### src/rtl/serial_bus_arbiter.sv
// Two-master arbiter for the shared serial system bus with a grant watchdog.
// Optional macro ROUND_ROBIN_EN: contention goes to the master that did not own the bus last.
module serial_bus_arbiter #(
    parameter int TIMEOUT_CYCLES = 64,
    parameter int CNT_W          = 16
) (
    input  logic       clk,
    input  logic       reset,
    input  logic       m1_req,
    input  logic       m2_req,
    input  logic       m1_done,
    input  logic       m2_done,
    output logic       m1_grant,
    output logic       m2_grant,
    output logic       msel,
    output logic       bus_busy,
    output logic       timeout,
    output logic [1:0] o_state,
    output logic       o_last_owner
);

    typedef enum logic [1:0] {
        IDLE    = 2'd0,
        GRANT1  = 2'd1,
        GRANT2  = 2'd2,
        RELEASE = 2'd3
    } state_t;

    localparam logic [CNT_W-1:0] TMAX = CNT_W'(TIMEOUT_CYCLES - 1);

    state_t           r_state;
    logic             r_m1_grant;
    logic             r_m2_grant;
    logic             r_msel;
    logic             r_busy;
    logic             r_timeout;
    logic             r_last_owner;   // 0 = master 1, 1 = master 2
    logic [CNT_W-1:0] r_cnt;

    logic w_pick_m1;
    logic w_pick_m2;
    logic w_owner_done;
    logic w_owner_req;

`ifdef ROUND_ROBIN_EN
    assign w_pick_m1 = m1_req && (!m2_req || r_last_owner);
`else
    assign w_pick_m1 = m1_req;
`endif
    assign w_pick_m2 = m2_req && !w_pick_m1;

    // Only the current owner's done/req matter; the other master's are ignored.
    assign w_owner_done = (r_state == GRANT1) ? m1_done : m2_done;
    assign w_owner_req  = (r_state == GRANT1) ? m1_req  : m2_req;

    always_ff @(posedge clk or negedge reset) begin
        if (!reset) begin
            r_state      <= IDLE;
            r_m1_grant   <= 1'b0;
            r_m2_grant   <= 1'b0;
            r_msel       <= 1'b0;
            r_busy       <= 1'b0;
            r_timeout    <= 1'b0;
            r_last_owner <= 1'b1;
            r_cnt        <= '0;
        end else begin
            r_timeout <= 1'b0;
            case (r_state)
                IDLE: begin
                    if (w_pick_m1) begin
                        r_state      <= GRANT1;
                        r_m1_grant   <= 1'b1;
                        r_busy       <= 1'b1;
                        r_msel       <= 1'b0;
                        r_last_owner <= 1'b0;
                        r_cnt        <= '0;
                    end else if (w_pick_m2) begin
                        r_state      <= GRANT2;
                        r_m2_grant   <= 1'b1;
                        r_busy       <= 1'b1;
                        r_msel       <= 1'b1;
                        r_last_owner <= 1'b1;
                        r_cnt        <= '0;
                    end
                end
                GRANT1, GRANT2: begin
                    // Done takes precedence over the watchdog in the same cycle.
                    if (w_owner_done || !w_owner_req || (r_cnt == TMAX)) begin
                        r_state    <= RELEASE;
                        r_m1_grant <= 1'b0;
                        r_m2_grant <= 1'b0;
                        r_busy     <= 1'b0;
                        r_timeout  <= !w_owner_done && w_owner_req;
                    end else begin
                        r_cnt <= r_cnt + 1'b1;
                    end
                end
                RELEASE: begin
                    r_state <= IDLE;
                end
                default: begin
                    r_state <= IDLE;
                end
            endcase
        end
    end

    assign m1_grant     = r_m1_grant;
    assign m2_grant     = r_m2_grant;
    assign msel         = r_msel;
    assign bus_busy     = r_busy;
    assign timeout      = r_timeout;
    assign o_state      = r_state;
    assign o_last_owner = r_last_owner;

endmodule

### config.mk
export PLATFORM = sky130hd
export DESIGN_NAME = serial_bus_arbiter
export DESIGN_NICKNAME = d
export VERILOG_FILES = /design/src/rtl/serial_bus_arbiter.sv
export SDC_FILE = /design/constraint.sdc
export NUM_CORES = 1
export LEC_CHECK = 0
export ABC_CLOCK_PERIOD_IN_PS = 3350
export BUFFER_PORTS_ARGS = -buffer_cell sky130_fd_sc_hd__buf_2
export CORE_AREA = 2 2 46 59
export CTS_BUF_LIST = sky130_fd_sc_hd__clkbuf_16
export CTS_CLUSTER_DIAMETER = 80
export DETAILED_ROUTE_END_ITERATION = 6
export DIE_AREA = 0 0 48 61
export PLACE_DENSITY = 0.8
export SYNTH_ARGS = -nofsm -noshare
export SYNTH_HDL_FRONTEND = slang
export SYNTH_SLANG_ARGS = --single-unit
### constraint.sdc
create_clock -name clk -period 3.35 [get_ports clk]
set_clock_uncertainty 0.2 [all_clocks]
set_input_delay 0.335 -clock clk [delete_from_list [all_inputs] [get_ports clk]]
set_output_delay 0.335 -clock clk [all_outputs]
set_load 0.02 [all_outputs]
==> flow_summary.toml, run 1 <==
[run_status]
status = "complete, no violations"

[final_layout]
syn_to_final_growth_pct = 11.9
final_layout_size_suffix_gt1_share_pct = 15.2
final_core_util_pct = 66.5
num-nets-final = 175
diodes = 0

[yosys]
synth_most_common_cell = "dfrtp_1"
async_flop_share_pct = 100
ys_ff_latch = 24
yosys-top-cells-count = "23 x dfrtp_1, 16 x nand2_1, 15 x a21oi_1"
post_synth_num_cell_types = 42
synth_area_per_cell_um2 = 9.17
synth.net_count = 164
synth_top_area_share_pct = 40.7
synth-seq-area-share_pct = 42.6
synth-warning-count = 0
synth_edf_count = 0
syn_area_um2 = 1410
synth.area.top_cells = "dfrtp_1 41%, a21oi_1 5.3%, nand2_1 4.3%"
synth_area_leader_cell = "dfrtp_1"
synth-main-ff-cell = "dfrtp_1"
synthesis.instances = 154

[power]
seqPwrFrac_pct = 31.7
internal_power_w = 0.000791
vdd_drop_max_uv = 540
p_total_w = 0.00133
pwr-share-clk_pct = 25.9
p_leak_nw = 0.697
p_sw_w = 0.000535
comb_power_share_pct = 42.4
switching_share_pct = 40.3
power_density_nw_per_um2 = 839

[timing]
finalCriticalPeriod_ns = 2.72
fin_crit_sh_pct = 81.1
max-slew-margin-rel_pct = 61.2
finalHoldViolCount = 0
hold-worst-slack_ns = 0.136
max_freq_ghz = 0.368
finalSetupViolCount = 0
final_max_slew_viol_count = 0
fin_ws_ns = 0.632
worst_slew_pin_slew_ns = 0.582
fin_setup_tns_ns = 0
grt_setup_unrepaired = "no"

[grt]
grt_max_degree = 25
grt_pass1_wl_um = 5430
grt_pass1_vias = 1235
gr-total-overflow = 0
track_usage_pct = 26.2
antenna_found_initial = 0

[setup_path]
critPathArrivalTime_ns = 2.67
crit_chain = "inv_1, ha_1, o21ai_2, nor2_2, o21ai_2, a211o_1"
cp_top_family = "compound AO/OA/AOI/OAI gates"
critPathLaunchType = "register"
critical_path.most_common_cell = "o21ai_2"
cp_slowest_stage_delay_ns = 0.61
critPathKind = "reg2reg"
cp_num_buf_inv = 1
endpoint_kind = "register"
crit_fanout = 16
critPathSlowestCell = "ha_1"
worstPathRequired_ns = 3.30

[clock_network]
insertion_delay_ns = 0.26
cts_made_buffers = 3
clkSlewWorstSetupHoldPaths_ns = 0.06
root_buffer = "clkbuf_16"
cts_num_sinks = 24
clock_path_buffers = 2
cts_setup_buffers = 0
h-tree-depth = 1
cts_tree = "built"

[drt]
ant_nets = 0
wirelength_um = 3180
avgViaCountPerCell = 6.44
wl_per_cell_um = 16.1
drcViolationCount = 0
drt-initial-drc-count = 24
num_vias = 1269
drt-pass1-iter-count = 5

[placed_design]
gp_congestion = 0.864
dp_slack_ns = 0.706
hpwl_um = 2200
io_buffers = 13

[floorplanning]
rows = 20
die_area_um2 = 2930
die_h_um = 61
placeableCoreArea_um2 = 2380
start_util_pct = 59.4
io_pins = 14
die_w_um = 48

[job]
maxCapViolations = 0

[min_path]
hold_class = "in2reg"
-- kinds of logic after synthesis --
kind of cell,after synthesis,share of synthesized area (%)
DFF,24,42.6
adders and majority gates,4,3.54
AOI/OAI and AO/OA,53,24.4
buffers and inverters,13,5.14
and+or+nand+nor,59,23.6
muxes,1,0.709
-- power by group through the flow --
stage / Sequential (W) / Combinational, W / Clock, W
4_1_cts: 0.000419 / 0.000562 / 0.000342
3_3_place_gp: 0.000422 / 0.000536 / 0
2_1_floorplan: 0.000461 / 0.000386 / 0
6_report: 0.000420 / 0.000562 / 0.000343
5_1_grt: 0.000430 / 0.000628 / 0.000354
3_5_place_dp: 0.000425 / 0.000558 / 0
-- metal layers --
| layer | vias to the layer above | GRT usage, % | wire length, um |
|---|---|---|---|
| li1 | 593 | - | - |
| met4 | 0 | 14.3 | 114 |
| met5 | - | 0 | 0 |
| met3 | 15 | 2.98 | 128 |
| met2 | 47 | 43.6 | 1650 |
| met1 | 614 | 32.0 | 1290 |
-- flip-flops by register name (all words and copies together) (netlist names) --
name and count:
m1_grant 1, msel 1, o_state 2, bus_busy 1, o_last_owner 1, r_cnt 16, m2_grant 1, timeout 1
-- path summary, 6_finish.rpt --
path	cells past startpoint	slack, ns	from	to
setup / recovery	6	0.63	o_state[0]	r_cnt[15]
hold / removal	2	0.14	m1_req	o_last_owner
setup reg to reg	6	0.63	o_state[0]	r_cnt[15]
hold reg to reg	2	0.33	msel	msel
max in group asynchronous	2	2.20	reset	o_last_owner
min in group asynchronous	2	0.39	reset	r_cnt[3]
-- cell type report --
| type | count | area (um^2) |
|---|---|---|
| clock buffers | 3 | 75.1 |
| clock inverters | 1 | 30.0 |
| fillers | 190 | 797 |
| inverters | 5 | 18.8 |
| multi-input cells | 117 | 738 |
| flip-flops and latches | 24 | 602 |
| well taps | 33 | 41.3 |
| repair buffers | 14 | 75.1 |
-- metrics by stage --
| stage | cells | instance area [um^2] |
|---|---|---|
| 2_1_floorplan | 154 | 1410 |
| 3_3_place_gp | 192 | 1470 |
| 3_5_place_dp | 192 | 1470 |
| 4_1_cts | 197 | 1580 |
| 5_1_grt | 197 | 1580 |
| 6_report | 197 | 1580 |
-- placed cells by master, fill, tap and decap left out, types with 5 or more instances in the layout --
master,n
buf_2,13
a21oi_1,15
dfrtp_1,23
nor2_1,9
o21a_1,5
nand2_1,16
and4_1,5
a31oi_1,5
o21ai_0,11
o22a_1,5
inv_1,5
-- what timing repair did --
action | CTS | global route
hold endpoints to repair | 23 | 0
gates resized for setup | 0 | 0
hold buffers | 1 | 0
(Power assumes the default switching activity.)
==> run 2: changes to the inputs <==
==> config.mk (replaced) <==
export PLATFORM = sky130hd
export DESIGN_NAME = serial_bus_arbiter
export DESIGN_NICKNAME = d
export VERILOG_FILES = /design/src/rtl/serial_bus_arbiter.sv
export SDC_FILE = /design/constraint.sdc
export NUM_CORES = 1
export LEC_CHECK = 0
export ABC_AREA = 1
export ABC_CLOCK_PERIOD_IN_PS = 2800
export BUFFER_PORTS_ARGS = -buffer_cell sky130_fd_sc_hd__buf_2
export CORE_AREA = 2 2 50 64
export CTS_BUF_LIST = sky130_fd_sc_hd__clkbuf_16
export CTS_CLUSTER_DIAMETER = 80
export DETAILED_ROUTE_END_ITERATION = 6
export DIE_AREA = 0 0 52 66
export PLACE_DENSITY = 0.75
export SYNTH_ARGS = -nofsm -noshare
export SYNTH_HDL_FRONTEND = slang
export SYNTH_SLANG_ARGS = --single-unit
==> constraint.sdc (replaced) <==
create_clock -name clk -period 2.8 [get_ports clk]
set_clock_uncertainty 0.2 [all_clocks]
set_input_delay 0.28 -clock clk [delete_from_list [all_inputs] [get_ports clk]]
set_output_delay 0.28 -clock clk [all_outputs]
set_load 0.02 [all_outputs]
==> run 2 against run 1 <==
Total power grew 8.2%. Setup slack gained 0.059 ns. Synthesized cell count grew 49%. Die area grew 17%. Non-clock buffer count grew 1. Synthesized area grew 11%. Maximum frequency grew 29%. Highest routed layer unchanged.
==> flow_summary.toml, run 2 <==
[power]
vdd_drop_max_uv = 794
seqPwrFrac_pct = 32.6
p_sw_w = 0.000618
pwr-share-clk_pct = 21.3
power_density_nw_per_um2 = 816
comb_power_share_pct = 46.2
internal_power_w = 0.000817
switching_share_pct = 43.0
p_leak_nw = 0.921

[drt]
drcViolationCount = 0
ant_nets = 0
wl_per_cell_um = 11.7
drt-initial-drc-count = 38
wirelength_um = 3300
num_vias = 1440
drt-pass1-iter-count = 4
avgViaCountPerCell = 5.12

[grt]
grt_pass1_vias = 1432
gr-total-overflow = 0
grt_max_degree = 25
track_usage_pct = 23.3
grt_pass1_wl_um = 6040
antenna_found_initial = 0

[yosys]
yosys-top-cells-count = "73 x nand2_1, 34 x nor2_1, 30 x nand3_1"
synth_edf_count = 0
synth_area_leader_cell = "dfrtp_1"
syn_area_um2 = 1570
async_flop_share_pct = 100
synth_top_area_share_pct = 36.6
synth-warning-count = 0
synth_area_per_cell_um2 = 6.86
synth_most_common_cell = "nand2_1"
synth.net_count = 239
synthesis.instances = 229
synth-seq-area-share_pct = 38.3
post_synth_num_cell_types = 28
synth-main-ff-cell = "dfrtp_1"
synth.area.top_cells = "dfrtp_1 37%, nand2_1 17%, nand3_1 9.6%"
ys_ff_latch = 24

[timing]
finalHoldViolCount = 0
finalCriticalPeriod_ns = 2.11
finalSetupViolCount = 0
fin_crit_sh_pct = 75.3
final_max_slew_viol_count = 0
hold-worst-slack_ns = 0.138
fin_setup_tns_ns = 0
worst_slew_pin_slew_ns = 0.593
grt_setup_unrepaired = "no"
max-slew-margin-rel_pct = 60.4
max_freq_ghz = 0.474

[floorplanning]
die_area_um2 = 3430
die_h_um = 66
start_util_pct = 55.4
rows = 22
placeableCoreArea_um2 = 2840
die_w_um = 52
io_pins = 14

[clock_network]
postCtsHoldBufs = 1
clock_path_buffers = 2
clkSlewWorstSetupHoldPaths_ns = 0.06
cts_tree = "built"
cts_made_buffers = 3
insertion_delay_ns = 0.25
h-tree-depth = 1
root_buffer = "clkbuf_16"
postCtsResizedCells = 0
cts_num_sinks = 24
cts_setup_buffers = 0

[placed_design]
hpwl_um = 2480
io_buffers = 13
gp_congestion = 0.859

[final_layout]
largest_reg_flops = 16
layout_commonest_cell = "nand2_1"
n_fill_cell = 266
final_core_util_pct = 62.0
final_layout_size_suffix_gt1_share_pct = 11.0
top_register = "r_cnt"
multiInputGateArea_um2 = 848
num-nets-final = 256
layout_common_cells = "73 x nand2_1, 34 x nor2_1, 30 x nand3_1"
regArea_um2 = 602
syn_to_final_growth_pct = 11.9
diodes = 0

[setup_path]
critPathKind = "reg2reg"
critPathArrivalTime_ns = 2.04
crit_fanout = 17
worstPathRequired_ns = 2.73
crit_start = "o_state[0]"
rr_endpoint = "r_cnt[0]"
rr_worst_depth = 7
endpoint_kind = "register"
critPathLaunchType = "register"
r2r-start = "o_state[0]"
crit_path_end = "r_cnt[0]"
reg2reg_slack_ns = 0.69

[min_path]
hold_class = "in2reg"

[run_status]
status = "complete, no violations"

[job]
maxCapViolations = 0
## run 2: cell count changes after synthesis, moves of 5 or more
cell / delta
a21oi_1: -11
a31oi_1: -5
nand3_1: +26
nand2_1: +57
o21ai_0: -5
nor2_1: +25
o22a_1: -5
inv_1: +20
and4_1: -5
## run 2: layer usage
metal  track usage, %  share of wire, %
met1             28.4                45
met2             41.5                51
met3             2.04               2.5
met4             9.21               1.9
met5                0                 0
## run 2: critical path: stages (launching register included)
cell	delay, ns
dfrtp_1	0.39
inv_1	0.08
ha_1	0.31
inv_1	0.06
buf_4	0.19
nand2_1	0.38
nand2_4	0.29
a21oi_1	0.09
## run 2: how the worst min path moves through the flow
stage,slack [ns],from,end,cells after the start
6_report,0.14,m1_req,m1_grant,3
5_1_grt,0.17,m1_req,m1_grant,3
4_1_cts,0.14,m1_req,m1_grant,3
3_5_place_dp,0.1,reset,o_state[0],1
3_3_place_gp,0.09,reset,timeout,1
2_1_floorplan,-0.22,reset,bus_busy,0
## run 2: power groups by stage
| stage | Combinational (W) | Sequential, W | Clock, W |
|---|---|---|---|
| finish | 0.000663 | 0.000467 | 0.000305 |
| global route | 0.000758 | 0.000474 | 0.000328 |
| CTS | 0.000669 | 0.000468 | 0.000312 |
| detailed placement | 0.000665 | 0.000471 | 0 |
| global placement | 0.000656 | 0.000470 | 0 |
| floorplan | 0.000450 | 0.000522 | 0 |
## run 2: logic make-up after synthesis
logic type | Yosys count | synth area share [%]
simple gates | 153 | 43.5
buf+inv | 30 | 7.72
xor+xnor | 6 | 3.34
fa+ha+maj | 4 | 3.18
flops | 24 | 38.3
compound gates | 12 | 3.98
## run 2: cell type report
type                       count  share of cell area, %
sequential                    24                   34.2
timing repair buffer          15                   4.70
inverter                      27                   5.77
clock inverter                 1                  0.214
tap                           36                   2.56
multi-input combinational    175                   48.3
clock buffer                   3                   4.27
## run 2: per-stage QoR
stage	total power, W	cells	setup slack (ns)	area [um^2]
2_1_floorplan	0.000972	229	0.987	1570
3_3_place_gp	0.00113	276	0.760	1670
3_5_place_dp	0.00114	276	0.700	1670
4_1_cts	0.00145	281	0.688	1760
5_1_grt	0.00156	281	0.532	1760
6_report	0.00143	281	0.691	1760
